`config.mk`:
```
export PLATFORM = sky130hd
export DESIGN_NAME = io_bank_config_ctrl
export DESIGN_NICKNAME = d
export VERILOG_FILES = /design/src/rtl/io_cfg_pkg.sv /design/src/rtl/io_cfg_row_packer.sv /design/src/rtl/io_bank_config_ctrl.sv
export SDC_FILE = /design/constraint.sdc
export NUM_CORES = 1
export LEC_CHECK = 0
export BUFFER_PORTS_ARGS = -buffer_cell sky130_fd_sc_hd__clkbuf_2
export CAP_MARGIN = 20
export CORE_AREA = 2 2 58 60
export CTS_CLUSTER_DIAMETER = 50
export DETAILED_ROUTE_END_ITERATION = 8
export DIE_AREA = 0 0 60 62
export HOLD_SLACK_MARGIN = 0.12
export SLEW_MARGIN = 20
export SYNTH_ARGS = -nofsm -noshare
export SYNTH_HDL_FRONTEND = slang
export SYNTH_SLANG_ARGS = --single-unit
```
`constraint.sdc`:
```
create_clock -name prog_clk -period 3 [get_ports prog_clk]
set_input_delay 0.15 -clock prog_clk [delete_from_list [all_inputs] [get_ports prog_clk]]
set_output_delay 0.15 -clock prog_clk [all_outputs]
set_load 0.1 [all_outputs]
```
`src/rtl/io_cfg_pkg.sv`:
```
// Shared types and default geometry for the I/O tile configuration sequencer.
package io_cfg_pkg;

  typedef enum logic [2:0] {
    ST_IDLE,
    ST_LOAD,
    ST_SETUP,
    ST_WRITE,
    ST_HOLD,
    ST_DONE
  } io_cfg_state_e;

  localparam int IO_BL_WIDTH  = 3;
  localparam int IO_WL_WIDTH  = 3;
  localparam int IO_NUM_CELLS = 8;

endpackage

```
`src/rtl/io_cfg_row_packer.sv`:
```
// Serial-to-row assembly: collects configuration bits into one bit-line row.
module io_cfg_row_packer #(
  parameter int BL_WIDTH = 3
) (
  input  logic                clk_i,
  input  logic                rst_i,
  input  logic                clr_i,
  input  logic                push_i,
  input  logic                bit_i,
  output logic [0:BL_WIDTH-1] row_d_o,
  output logic                full_o
);
  localparam int CCW = (BL_WIDTH > 1) ? $clog2(BL_WIDTH) : 1;

  logic [CCW-1:0]      col_cnt_q;
  logic [0:BL_WIDTH-1] row_buf_q, row_buf_d;

  always_comb begin
    row_buf_d = row_buf_q;
    if (push_i) row_buf_d[col_cnt_q] = bit_i;
  end

  assign full_o  = push_i && (col_cnt_q == CCW'(BL_WIDTH-1));
  // The row including the bit being pushed, so the top can latch it on the same edge.
  assign row_d_o = row_buf_d;

  always_ff @(posedge clk_i) begin
    if (rst_i || clr_i) begin
      col_cnt_q <= '0;
      row_buf_q <= '0;
    end else if (push_i) begin
      row_buf_q <= row_buf_d;
      if (!full_o) col_cnt_q <= col_cnt_q + CCW'(1);
    end
  end

endmodule

```
`src/rtl/io_bank_config_ctrl.sv`:
```
// Programming sequencer: packs a serial bitstream into rows and pulses one word line per row.
module io_bank_config_ctrl
  import io_cfg_pkg::*;
#(
  parameter int BL_WIDTH  = IO_BL_WIDTH,
  parameter int WL_WIDTH  = IO_WL_WIDTH,
  parameter int NUM_CELLS = IO_NUM_CELLS,
  parameter int WL_PULSE  = 2
) (
  input  logic                prog_clk,
  input  logic                pReset,
  input  logic                start,
  input  logic                cfg_valid,
  input  logic                cfg_bit,
  output logic                cfg_ready,
  output logic [0:BL_WIDTH-1] bl,
  output logic [0:WL_WIDTH-1] wl,
  output logic                busy,
  output logic                done
);
  localparam int RCW = (WL_WIDTH > 1) ? $clog2(WL_WIDTH) : 1;
  localparam int BCW = $clog2(NUM_CELLS + 1);
  localparam int PCW = (WL_PULSE > 1) ? $clog2(WL_PULSE) : 1;

  if (NUM_CELLS > BL_WIDTH*WL_WIDTH || NUM_CELLS == 0 || WL_PULSE == 0) begin : g_bad_param
    $fatal(1, "io_bank_config_ctrl: illegal NUM_CELLS/WL_PULSE for bank geometry");
  end

  io_cfg_state_e       state_q;
  logic [RCW-1:0]      row_cnt_q;
  logic [BCW-1:0]      bit_cnt_q;
  logic [PCW-1:0]      pulse_cnt_q;
  logic                cfg_ready_q, busy_q, done_q;
  logic [0:BL_WIDTH-1] bl_q, row_d;
  logic [0:WL_WIDTH-1] wl_q, wl_hot;
  logic                accept, row_full, row_end, pk_clr;

  assign accept  = cfg_ready_q && cfg_valid;
  assign row_end = accept && (row_full || bit_cnt_q == BCW'(NUM_CELLS-1));
  assign pk_clr  = ((state_q == ST_IDLE || state_q == ST_DONE) && start) || state_q == ST_HOLD;

  io_cfg_row_packer #(.BL_WIDTH(BL_WIDTH)) u_packer (
    .clk_i  (prog_clk),
    .rst_i  (pReset),
    .clr_i  (pk_clr),
    .push_i (accept),
    .bit_i  (cfg_bit),
    .row_d_o(row_d),
    .full_o (row_full)
  );

  always_comb begin
    wl_hot = '0;
    for (int i = 0; i < WL_WIDTH; i++) wl_hot[i] = (row_cnt_q == RCW'(i));
  end

  always_ff @(posedge prog_clk) begin
    if (pReset) begin
      state_q     <= ST_IDLE;
      row_cnt_q   <= '0;
      bit_cnt_q   <= '0;
      pulse_cnt_q <= '0;
      cfg_ready_q <= 1'b0;
      bl_q        <= '0;
      wl_q        <= '0;
      busy_q      <= 1'b0;
      done_q      <= 1'b0;
    end else begin
      case (state_q)
        ST_IDLE, ST_DONE: if (start) begin
          state_q     <= ST_LOAD;
          row_cnt_q   <= '0;
          bit_cnt_q   <= '0;
          cfg_ready_q <= 1'b1;
          busy_q      <= 1'b1;
          done_q      <= 1'b0;
        end
        ST_LOAD: if (accept) begin
          bit_cnt_q <= bit_cnt_q + BCW'(1);
          if (row_end) begin
            state_q     <= ST_SETUP;
            cfg_ready_q <= 1'b0;
            bl_q        <= row_d;
          end
        end
        ST_SETUP: begin
          state_q     <= ST_WRITE;
          pulse_cnt_q <= '0;
          wl_q        <= wl_hot;
        end
        ST_WRITE: begin
          if (pulse_cnt_q == PCW'(WL_PULSE-1)) begin
            state_q <= ST_HOLD;
            wl_q    <= '0;
          end else begin
            pulse_cnt_q <= pulse_cnt_q + PCW'(1);
          end
        end
        ST_HOLD: begin
          bl_q <= '0;
          if (bit_cnt_q < BCW'(NUM_CELLS)) begin
            state_q     <= ST_LOAD;
            row_cnt_q   <= row_cnt_q + RCW'(1);
            cfg_ready_q <= 1'b1;
          end else begin
            state_q <= ST_DONE;
            busy_q  <= 1'b0;
            done_q  <= 1'b1;
          end
        end
        default: state_q <= ST_IDLE;
      endcase
    end
  end

  assign cfg_ready = cfg_ready_q;
  assign bl        = bl_q;
  assign wl        = wl_q;
  assign busy      = busy_q;
  assign done      = done_q;

endmodule
```
## Word level (Yosys, flattened, before mapping)

Cells that the tools add are included.

- Flip-flop bits (word level): 24
- Bits in latches: 0
- RAM bits: 0
- ROM bits: 0
- Output and inout bits: 9
- Word-level logic and storage cells: 92
- Memories: 0

- Add/subtract/negate cells: 4
- Multipliers: 0
- Divide/modulo/power cells: 0
- Magnitude comparators: 3
- Equal/unequal tests: 15
- Shift operators: 0
- Mux-type cells: 32
- Bitwise operators: 2
- Reduce and logical (&&, ||, !) cells: 25

Operators by type and width:

| cell | number |
|---|---|
| 3-bit 2-to-1 mux | 8 |
| 3-bit one-hot mux with 5 select lines | 1 |
| 3-bit one-hot mux with 2 select lines | 2 |
| 3-bit AND reduction | 4 |
| 2-bit != test (second input constant) | 5 |
| 1-bit 2-to-1 mux | 9 |
| 4-bit 2-to-1 mux | 2 |
| 4-bit one-hot mux with 2 select lines | 1 |
| 2-bit nonzero test | 4 |
| 3-bit by 2-bit == test with 1-bit output (second input constant) | 2 |
| 3-bit == test (second input constant) | 2 |
| 1-bit one-hot mux with 2 select lines | 3 |
| 1-bit logical AND | 5 |
| 5-bit AND reduction | 1 |
| 2-bit by 1-bit adder with 2-bit output (second input constant) | 2 |
| 4-bit by 1-bit adder with 4-bit output (second input constant) | 1 |
| 2-bit == test (second input constant) | 2 |
| 4-bit by 3-bit == test with 1-bit output (second input constant) | 1 |
| 1-bit logical OR | 4 |
| 4-bit less-than comparator (second input constant) | 1 |
| 2-bit 2-to-1 mux | 2 |
| 2-bit one-hot mux with 2 select lines | 1 |
| 2-bit AND reduction | 2 |
| 4-bit AND reduction | 1 |
| 15 further kinds | 15 |

## Depth between registers and ports, before layout

- Depth in word-level cells: 9
- Mapped depth: 6
- Mapped depth without buffers: 5

## Hierarchy

Synthesis repeated with hierarchy kept, for this count alone.

- Cells, all modules: 134
- Area, all modules: 1,255.0 µm²

By module, submodules not included:

| module | instances | cells each | area each (µm²) |
|---|---|---|---|
| io_bank_config_ctrl | 1 | 108 | 968.4 |
| io_cfg_row_packer | 1 | 26 | 286.5 |

## Worst setup path after synthesis

OpenSTA, ideal clock, no wires.

- Path type: flip-flop to flip-flop
- Start: register cfg_ready_q, in the netlist cfg_ready
- End: register bit_cnt_q[3]
- Setup time: 0.116 ns
- Arrival: 1.852 ns
- Required time: 2.884 ns
- Slack: 1.032 ns
- Stages on the path, launching flop included: 5
- Buffers on the path: 0
- Clock period less this slack: 1.968 ns
- Cells stage by stage: dfxtp_1 nand4b_1 a31oi_4 a211oi_1 a31o_1

- Longest elaborated chain between the ends: 3

Ends and longest elaborated chain:

| what | line | source |
|---|---|---|
| start, declared | io_bank_config_ctrl.sv:33 | `logic cfg_ready_q, busy_q, done_q;` |
| start signal, assigned | io_bank_config_ctrl.sv:63 | `cfg_ready_q <= 1'b0;` |
| start signal, assigned | io_bank_config_ctrl.sv:74 | `cfg_ready_q <= 1'b1;` |
| start signal, assigned | io_bank_config_ctrl.sv:82 | `cfg_ready_q <= 1'b0;` |
| 1-bit logical AND | io_bank_config_ctrl.sv:38 | `assign accept = cfg_ready_q && cfg_valid;` |
| 2-bit != test (no source line) | -- |  |
| 3-bit AND reduction (no source line) | -- |  |
| end signal, assigned | io_bank_config_ctrl.sv:79 | `bit_cnt_q <= bit_cnt_q + BCW'(1);` |
| end, declared | io_bank_config_ctrl.sv:31 | `logic [BCW-1:0] bit_cnt_q;` |

No other way between the ends.
A chain may end at the register's enable or synchronous reset.

## Worst setup path after layout

- Start: register state_q[0]
- End: register cfg_ready_q, in the netlist cfg_ready

- Longest elaborated chain between the ends: 4
- Elaborated cells on any way between the ends: 12

Ends and longest elaborated chain:

| what | line | source |
|---|---|---|
| start, declared | io_bank_config_ctrl.sv:29 | `io_cfg_state_e state_q;` |
| start signal, assigned | io_bank_config_ctrl.sv:59 | `state_q <= ST_IDLE;` |
| start signal, assigned | io_bank_config_ctrl.sv:71 | `state_q <= ST_LOAD;` |
| start signal, assigned | io_bank_config_ctrl.sv:81 | `state_q <= ST_SETUP;` |
| 3-bit == test or 3-bit logical NOT (tied branches) | io_bank_config_ctrl.sv:69 | `case (state_q)` |
| 2-bit OR reduction | io_bank_config_ctrl.sv:69 |  |
| 2-bit != test (no source line) or 3-bit nonzero test (tied branches) | -- |  |
| 5-bit AND reduction (no source line) | -- |  |

Parallel ways exist; a longest one is shown, timed or not.

==> flow_summary.yaml <==
critical_path:
  critPathRequiredTime_ps: 3210
  crit_path_top_delay_cell: "dfxtp_1"
  crit_chain: "nand2b_1, a32oi_1, nor2_1, o221a_1"
  worst-path-max-fanout: 19
  start_kind: "register"
  reg2reg_slack_ps: 1310
  cpLargestDelayFamily: "flip-flops"
  critical_path_buf_inv_count: 0
  worst_r2r_path_depth: 4
  rr_startpoint: "state_q[0]"
  slowest_delay_ps: 710
  timing.critical_path.to_type: "register"
  critical_path.reg2reg.endpoint: "cfg_ready"
  path_class: "reg -> reg"
  arrival_time_of_data_at_the_critical_path_endpoint_ps: 1900
synth:
  synth_compound_gate_area_share: 0.2066
  synth.mux.area_fraction: 0.05458
  synth-edff-count: 0
  dominantRegCellSynth: "dfxtp_1"
  synth_top_area_cell: "dfxtp_1"
  list_of_most_frequent_post_synthesis_cells: "dfxtp_1 (24), nor2_1 (19), nand2_1 (12)"
  synthCells: 148
  post_synth_and_or_nand_nor_area_fraction: 0.2144
  synth_sequential_area_ratio: 0.3743
  yosys_warnings: 0
  synth_adder_area_share: 0.06823
  synthDistinctLibCells: 39
  synth-seq-cells: 24
  ranking_of_synthesized_cells_by_area: "dfxtp_1 (37%), ha_1 (6.8%), nor2_1 (5.6%), mux2i_1 (5.5%), nand2_1 (3.5%)"
  post-synth-top-area-fraction: 0.3743
  netlist_area_um2: 1284
  largest_family_of_logic_cells_by_synthesized_area: "simple AND/OR/NAND/NOR gates"
  synth_xor_xnor_area_share: 0.02047
  postSynthNetCount: 160
  syn_area_per_cell_um2: 8.674
  async_reset_ff_frac: 0
  synth.most_common_cell: "dfxtp_1"
timing:
  clock-skew-final_ps: 3.045
  setup-violations-final: 0
  max_clock_freq_ghz: 0.5917
  min_period_ps: 1690
  relSlewSlack: 0.5534
  min_period_over_period: 0.5634
  rsz_0062_raised_after_global_routing: "false"
  timing_worst_slew_pin_value_ps: 663.0
  final.hold.worst_slack_ps: 158.3
  timing_max_transition_violations_final: 0
  hold_violations: 0
  fin_tns_setup_ps: 0
run:
  timing.max_cap.violations: 0
power_and_ir_drop:
  p_per_area_nw_per_um2: 429.1
  vdd_drop_max_uv: 160.7
  p_leak_nw: 0.5265
clock_network:
  clk_root_buffer_cell: "clkbuf_4"
  post_cts_hold_buffer_count: 0
  cts.sinks: 24
  cts.repair.resized: 0
  clk_pin_slew_ps: 120
  maximum_count_of_clock_buffers_along_a_single_path: 2
  cts_tree: "done"
  number_of_cts_inserted_buffers: 3
  htreeDepth: 1
  post_cts_buffers: 0
  worst_skew_pair.late_latency_ps: 300
outcome:
  outcome: "finished clean"
routing:
  initialDrtViolationCount: 56
  remaining_number_of_nets_flagged_by_the_antenna_check_after_routing: 0
  wl_per_cell_um: 11.89
  route.detailed.drc: 0
  drt-vias-per-instance: 5.182
  via_count: 1052
  detail_route.first_pass.iterations: 4
  routed_wirelength_mm: 2.414
finish:
  area.growth.synth_to_final_pct: 7.505
  final-seq-area_um2: 480.5
  fillCellCount: 332
  num-nets-final: 171
  antenna-diode-count: 0
  final_layout_size_suffix_gt1_frac: 0.1274
  layout.core_utilization: 0.4341
  stdcell_count: 203
  multi_input_comb_area_um2: 724.4
floorplan:
  initial_core_util: 0.4038
  core_area_um2: 3179
  boundaryPins: 14
  fp-row-count: 21
  dieWidth_um: 60
  die_area_um2: 3720
  die_y_um: 62
hold_path:
  worstHoldPathCells: 3
  timing.hold.worst.start: "cfg_bit"
  hold_path.class: "in -> reg"
  hold-path-endpoint: "u_packer.row_buf_q[0]"
place:
  gp_routability_congestion: 0.7851
  post-dp-hpwl_mm: 1.872
  dp_cell_count: 200
  placement.io_buffers: 13
global_route:
  wire_length_of_the_first_global_routing_pass_mm: 4.236
  grt_start_max_net_pins: 20
  vias_in_the_first_global_route: 972
  grtUsageTotal: 0.1502
  grt_antenna_before_repair: 0
  globalRoute.totalOverflow: 0
## how the worst max path moves through the flow
stage | to | start | slack [ps] | cells past startpoint
after global placement | bit_cnt_q[3] | state_q[0] | 1400 | 4
after detailed placement | cfg_ready | state_q[0] | 1330 | 4
after floorplan | bit_cnt_q[3] | cfg_ready | 1030 | 4
final | cfg_ready | state_q[0] | 1310 | 4
after CTS | cfg_ready | state_q[0] | 1310 | 4
after global routing | cfg_ready | state_q[0] | 1090 | 4
## layout by cell type (no fill, tap or decap), types with 4 or more instances in the layout
| master | instances |
|---|---|
| a21oi_1 | 8 |
| nor2b_1 | 4 |
| dfxtp_1 | 24 |
| mux2i_1 | 7 |
| nand2_1 | 12 |
| nand3_1 | 5 |
| nor2_1 | 19 |
| inv_1 | 8 |
| a22oi_1 | 4 |
| clkbuf_2 | 13 |
| ha_1 | 7 |
| o21ai_0 | 8 |
| a211oi_1 | 5 |
## kinds of logic (layout without fill, tap and decap cells)
family	Yosys count	count (layout)
compound gates	37	37
flops	24	24
simple gates	55	55
xor+xnor	3	3
fa+ha+maj	7	7
mux	7	7
buf+inv	15	24
## power breakdown
group,total (mW),switching (mW),internal (mW)
combinational,0.107,0.0688,0.0384
sequential,0.350,0.0208,0.329
clock,0.135,0.0884,0.0469
total,0.592,0.178,0.414
## state kept, by name (all words and copies together) (netlist names)
signal	count
bit_cnt_q	4
bl	3
state_q	3
u_packer.row_buf_q	3
wl	3
row_cnt_q	2
u_packer.col_cnt_q	2
busy	1
cfg_ready	1
done	1
pulse_cnt_q	1
## cell type report
cell class | instances | share of cell area
sequential | 24 | 0.3481
multi-input combinational | 109 | 0.5249
tap | 46 | 0.04170
timing repair buffer | 13 | 0.04714
clock buffer | 3 | 0.01632
inverter | 8 | 0.02176
## layer usage
metal,part of all wire,GRT usage,vias up
li1,-,-,542
met1,0.48,0.1846,494
met2,0.48,0.2562,12
met3,0.024,0.03106,4
met4,0.013,0.06349,0
met5,0,0,-
## per-stage QoR
step                cell area (um^2)  setup slack (ps)  power [mW]
floorplan                       1284              1032      0.4487
global placement                1358              1401      0.4606
detailed placement              1358              1325      0.4645
CTS                             1380              1310      0.6011
global route                    1380              1090      0.6343
finish                          1380              1310      0.5922
## worst min-delay path, stage by stage
cell      delay, ps
clkbuf_2        130
mux2i_1          80
nor2_1           70
(Power assumes the default switching activity.)
